[src/rtl/cpu_pkg.sv]
// Shared definitions for the memory image loader: target codes, word width
// and the loader state encoding.
package cpu_pkg;

    localparam int unsigned WORD_W = 32;

    localparam logic [7:0] TGT_IMEM = 8'h49;  // 'I'
    localparam logic [7:0] TGT_DMEM = 8'h44;  // 'D'
    localparam logic [7:0] TGT_END  = 8'h00;  // stream terminator

    typedef enum logic [2:0] {
        ST_TGT,
        ST_HDR,
        ST_DATA,
        ST_RUN,
        ST_ERR
    } loader_state_t;

endpackage

[src/rtl/mem_image_loader_byte_word_assembler.sv]
// Collects four bytes, first byte most significant, into a 32-bit word.
// word/word_valid are combinational so the caller can act on the same
// handshake that delivers the fourth byte.
module byte_word_assembler
    import cpu_pkg::*;
(
    input  logic              clk,
    input  logic              reset,
    input  logic              byte_valid,
    input  logic [7:0]        byte_data,
    output logic [WORD_W-1:0] word,
    output logic              word_valid
);

    logic [23:0] shreg;
    logic [1:0]  byte_cnt;

    assign word       = {shreg, byte_data};
    assign word_valid = byte_valid && (byte_cnt == 2'd3);

    // Shift in accepted bytes; the counter wraps every four bytes.
    always_ff @(posedge clk) begin
        if (reset) begin
            shreg    <= '0;
            byte_cnt <= '0;
        end else if (byte_valid) begin
            shreg    <= {shreg[15:0], byte_data};
            byte_cnt <= byte_cnt + 2'd1;
        end
    end

endmodule

[src/rtl/mem_image_loader.sv]
// Streaming imem/dmem image loader. Parses [target][addr16][cnt16][words]
// segments, issues one-cycle write strobes, and holds the core in reset
// until the terminator arrives.
module mem_image_loader
    import cpu_pkg::*;
#(
    parameter int unsigned IMEM_DEPTH = 256,
    parameter int unsigned DMEM_DEPTH = 256,
    parameter int unsigned ADDR_W     = 8
) (
    input  logic              clk,
    input  logic              reset,
    input  logic              in_valid,
    input  logic [7:0]        in_data,
    output logic              in_ready,
    output logic              imem_we,
    output logic              dmem_we,
    output logic [ADDR_W-1:0] mem_addr,
    output logic [31:0]       mem_wdata,
    output logic              cpu_reset,
    output logic              load_done,
    output logic              load_err
);

    loader_state_t     state;
    logic              is_dmem;
    logic [15:0]       addr;
    logic [15:0]       cnt;

    logic              asm_en;
    logic [WORD_W-1:0] asm_word;
    logic              asm_done;
    logic [16:0]       seg_end;
    logic [16:0]       depth;

    // Header and data bytes both go through the assembler; every entry into
    // HDR or DATA happens on a four-byte boundary, so its counter is aligned.
    assign asm_en = in_valid && in_ready && (state == ST_HDR || state == ST_DATA);

    byte_word_assembler u_asm (
        .clk        (clk),
        .reset      (reset),
        .byte_valid (asm_en),
        .byte_data  (in_data),
        .word       (asm_word),
        .word_valid (asm_done)
    );

    assign seg_end = {1'b0, asm_word[31:16]} + {1'b0, asm_word[15:0]};
    assign depth   = is_dmem ? 17'(DMEM_DEPTH) : 17'(IMEM_DEPTH);

    // Loader FSM with registered handshake, strobe and status outputs.
    always_ff @(posedge clk) begin
        if (reset) begin
            state     <= ST_TGT;
            is_dmem   <= 1'b0;
            addr      <= '0;
            cnt       <= '0;
            in_ready  <= 1'b1;
            imem_we   <= 1'b0;
            dmem_we   <= 1'b0;
            mem_addr  <= '0;
            mem_wdata <= '0;
            cpu_reset <= 1'b1;
            load_done <= 1'b0;
            load_err  <= 1'b0;
        end else begin
            imem_we <= 1'b0;
            dmem_we <= 1'b0;
            case (state)
                ST_TGT: begin
                    if (in_valid) begin
                        if (in_data == TGT_END) begin
                            state     <= ST_RUN;
                            in_ready  <= 1'b0;
                            load_done <= 1'b1;
                            cpu_reset <= 1'b0;
                        end else if (in_data == TGT_IMEM || in_data == TGT_DMEM) begin
                            is_dmem <= (in_data == TGT_DMEM);
                            state   <= ST_HDR;
                        end else begin
                            state    <= ST_ERR;
                            in_ready <= 1'b0;
                            load_err <= 1'b1;
                        end
                    end
                end
                ST_HDR: begin
                    if (asm_done) begin
                        addr <= asm_word[31:16];
                        cnt  <= asm_word[15:0];
                        if (seg_end > depth) begin
                            state    <= ST_ERR;
                            in_ready <= 1'b0;
                            load_err <= 1'b1;
                        end else if (asm_word[15:0] == 16'd0) begin
                            state <= ST_TGT;
                        end else begin
                            state <= ST_DATA;
                        end
                    end
                end
                ST_DATA: begin
                    if (asm_done) begin
                        imem_we   <= !is_dmem;
                        dmem_we   <= is_dmem;
                        mem_addr  <= addr[ADDR_W-1:0];
                        mem_wdata <= asm_word;
                        addr      <= addr + 16'd1;
                        cnt       <= cnt - 16'd1;
                        if (cnt == 16'd1) begin
                            state <= ST_TGT;
                        end
                    end
                end
                default: begin
                    // RUN and ERR are terminal until reset.
                end
            endcase
        end
    end

endmodule

[config.mk]
export PLATFORM = sky130hd
export DESIGN_NAME = mem_image_loader
export DESIGN_NICKNAME = d
export VERILOG_FILES = /design/src/rtl/cpu_pkg.sv /design/src/rtl/mem_image_loader_byte_word_assembler.sv /design/src/rtl/mem_image_loader.sv
export SDC_FILE = /design/constraint.sdc
export NUM_CORES = 1
export LEC_CHECK = 0
export CORE_ASPECT_RATIO = 0.7
export CORE_UTILIZATION = 40
export CTS_CLUSTER_SIZE = 24
export DETAILED_ROUTE_END_ITERATION = 16
export HOLD_SLACK_MARGIN = 0.03
export SYNTH_ARGS = -nofsm -noshare
export SYNTH_HDL_FRONTEND = slang
export SYNTH_SLANG_ARGS = --single-unit
[constraint.sdc]
create_clock -name clk -period 3.36 [get_ports clk]
set_input_delay 0.336 -clock clk [delete_from_list [all_inputs] [get_ports clk]]
set_output_delay 0.336 -clock clk [all_outputs]
set_load 0.02 [all_outputs]
==> metrics <==
core area between 0.01 and 0.015 mm^2; CTS tree built; worst-case vdd ir drop between 0.2 and 0.3 mV; drt via density 5.607; count of distinct cell types in the synthesized netlist 63; syn nets 696; EDFF count, synth 0; Slew Viols, Final 0; post-route setup slack 209.7 ps; Clock Skew 11.55 ps; sequential share of the synthesized area 0.3977; first-pass GRT wire length roughly 25 mm; diodes inserted 0; mapped cell area 0.005034 mm^2; critical path class in -> reg; dpl hpwl about 11 mm; post-route minimum period 3150 ps; Final Hold Fails 0; Post-CTS Repair Setup Buffers 0; adder-cell share of the synthesized area 0.05369; combinational family with the most area after synthesis simple AND/OR/NAND/NOR gates; # nets final 761; Clk pwr share 0.395; xor and xnor area share after synthesis 0.02262; Setup WS pre-CTS -326.4 ps; DRC Markers 0; Worst Tran Pin Value 993.3 ps; Antenna Nets Post-Route 0; CTS buffer count 9; critical path data arrival time 3410 ps; share of cells above drive strength 1 0.1049; final WL 15.59 mm; Critical Path Start Type input port; ys async rst share 0; worst path bufs/invs 2; clk_lat worst skew 350 ps; synth-to-layout area growth 23.47%; Die H 95.86 um; CTS root buf clkbuf_16; worst min path class reg -> reg; switching fraction of total power 0.2895; combinational share of power 0.135; post-cts sizing count 0; Main synth FF type dfxtp_1; IO buf count between 50 and 60; hold_buf cts 0; Worst Path Max Fanout 5; Critical Path Start in_data[1]; Syn Inst Count 664; CP max stage cell clkdlybuf4s50_1; Setup Viol. Count Final 0; clock-pin slew on the worst setup and hold paths 70 ps; Switch Pwr roughly 0.76 mW; FMAX 317.4 MHz; mux cell area share after synthesis 0.006214; gpl congestion approximately 0.92; R2R Path Start u_asm.shreg[11]; Die ar. about 0.013 mm^2; WL/cell 17.49 um; Power Density 421.2 mW/mm^2; # rows 33; Starting Density 0.4204; leak pwr approximately 2.2 nW; max-capacitance violation count 0; critical path required time roughly 3600 ps; grt ovf 0; CP cell instances clkdlybuf4s50_1 -> buf_4 -> ha_1 -> a21oi_2 -> o32ai_4 -> o22a_2 -> a211oi_2 -> xnor2_1 -> nor4_2 -> o2111ai_2 -> a311o_1 -> a311oi_2; max incr delay on CP 520 ps; outcome finished clean; DR vias about 5000; largest net degree at the start of global routing 55; initial antenna violation count 0; FF+latch count, synth 100; CP top delay family compound AO/OA/AOI/OAI gates; Clock H-tree levels 3; Slew headroom 0.3360; First-pass DRT Iterations 6; IO Count 57; Die W 136.1 um; Bufs on Longest Clock Path 2; Total GRT Usage 0.2483; sinks on the clock net 100; vias in the first global route 4460; simple-gate area share of the yosys netlist 0.2359; Internal roughly 1.9 mW; Synth Area in Compound Gates 0.2356; Synth Warn # 0; total power 2.618 mW; Hold Path Origin is_dmem; post-synthesis area per instance approximately 7.6 um^2; unrepaired setup endpoints after global routing false; Reg power frac 0.470; crit share post-route 0.9376; CP endpoint kind register; 1st-iter DRT viols 393
final timing paths:
kind	endpoint	slack [ps]	cells past startpoint
setup / recovery	state[1]	210	12
hold reg to reg	imem_we	460	1
hold / removal	imem_we	460	1
setup reg to reg	state[1]	270	10
per-layer routing:
layer  GRT usage  routed length (um)  part of all wire
met5           0                   0                 0
met4     0.06296                 238             0.015
met3     0.05213                1076             0.069
met2      0.3634                6455              0.41
met1      0.3654                7815              0.50
cell usage after synthesis (2+ instances only):
| master | number | area share |
|---|---|---|
| nand2_1 | 169 | 0.13 |
| a21oi_1 | 106 | 0.11 |
| dfxtp_1 | 100 | 0.40 |
| nor2_1 | 58 | 0.043 |
| clkbuf_1 | 35 | 0.026 |
| ha_1 | 20 | 0.050 |
| o21ai_0 | 19 | 0.019 |
| nor3_1 | 11 | 0.011 |
| inv_1 | 9 | 0.0067 |
| nand3_1 | 9 | 0.0089 |
| xnor2_1 | 9 | 0.016 |
| a22oi_1 | 7 | 0.010 |
| a31oi_1 | 7 | 0.0087 |
| nor4_1 | 7 | 0.0087 |
| a21o_1 | 6 | 0.0089 |
| o21ai_1 | 6 | 0.0060 |
| o31ai_1 | 6 | 0.0089 |
| a211oi_1 | 5 | 0.0075 |
| and3_1 | 4 | 0.0050 |
| clkbuf_8 | 4 | 0.011 |
| nand4_1 | 4 | 0.0050 |
| nor3b_1 | 4 | 0.0060 |
| o22ai_1 | 4 | 0.0050 |
| xor2_1 | 4 | 0.0070 |
| a21oi_2 | 3 | 0.0052 |
| o211ai_1 | 3 | 0.0045 |
| o21a_1 | 3 | 0.0045 |
| a221oi_1 | 2 | 0.0035 |
| buf_6 | 2 | 0.0045 |
| mux2i_1 | 2 | 0.0040 |
| nor2b_1 | 2 | 0.0025 |
| o221ai_1 | 2 | 0.0035 |
| or3_1 | 2 | 0.0025 |
per-stage QoR:
step	instances	hold WS (ps)	util	cell area, um^2	setup TNS, ps
after global routing	891	476.0	0.5190	6215	0
after detailed placement	875	447.8	0.4919	5889	-949.3
final	891	456.0	0.5190	6215	0
after CTS	891	458.0	0.5164	6183	0
after global placement	875	433.9	0.4919	5889	-744.1
after floorplan	664	416.3	-	5034	0
registers in the layout (all words and copies together), names as in the netlist, 2 cells and up:
signal          count
u_asm.shreg        24
mem_addr            8
state               3
cnt                16
mem_wdata          32
addr                8
u_asm.byte_cnt      2
power groups by stage:
stage	registers, mW	logic [mW]	clock network (mW)
5_1_grt	1.24	0.384	1.10
2_1_floorplan	1.26	0.220	0
3_3_place_gp	1.26	0.336	0
6_report	1.23	0.353	1.03
3_5_place_dp	1.26	0.340	0
4_1_cts	1.23	0.342	1.05
cell type report:
cell class | count | area [um^2]
Timing Repair Buffer | 95 | 860.8
Sequential cell | 100 | 2002
Fill cell | 1172 | 5759
Inverter | 9 | 33.78
Clock inverter | 7 | 68.82
Tap cell | 157 | 196.4
Clock buffer | 9 | 225.2
Multi-Input combinational cell | 514 | 2828
placed cells by master, fill, tap and decap left out, types with 4 or more instances in the layout:
cell type / instances
a21o_1: 6
o31ai_1: 5
ha_1: 20
xnor2_1: 9
o21ai_1: 6
clkbuf_16: 9
nand4_1: 4
o22ai_1: 4
nand3_1: 9
nor2_1: 57
nand2_1: 169
inv_1: 9
o21ai_0: 19
dfxtp_1: 100
nor4_1: 5
clkdlybuf4s50_1: 55
nor3_1: 11
and3_1: 4
a21oi_1: 104
xor2_1: 4
a211oi_1: 5
a21oi_2: 5
a31oi_1: 7
buf_4: 38
a22oi_1: 7
cell families (layout without fill, tap and decap cells):
logic type,after synthesis,in the layout
AND/OR/NAND/NOR,282,282
AO/OA/AOI/OAI,195,195
flip-flops,100,100
buffers and inverters,50,120
adder cells (fa/ha/maj),21,21
XOR/XNOR,13,13
multiplexers,3,3
No activity file was read; power rests on OpenSTA's default activity.
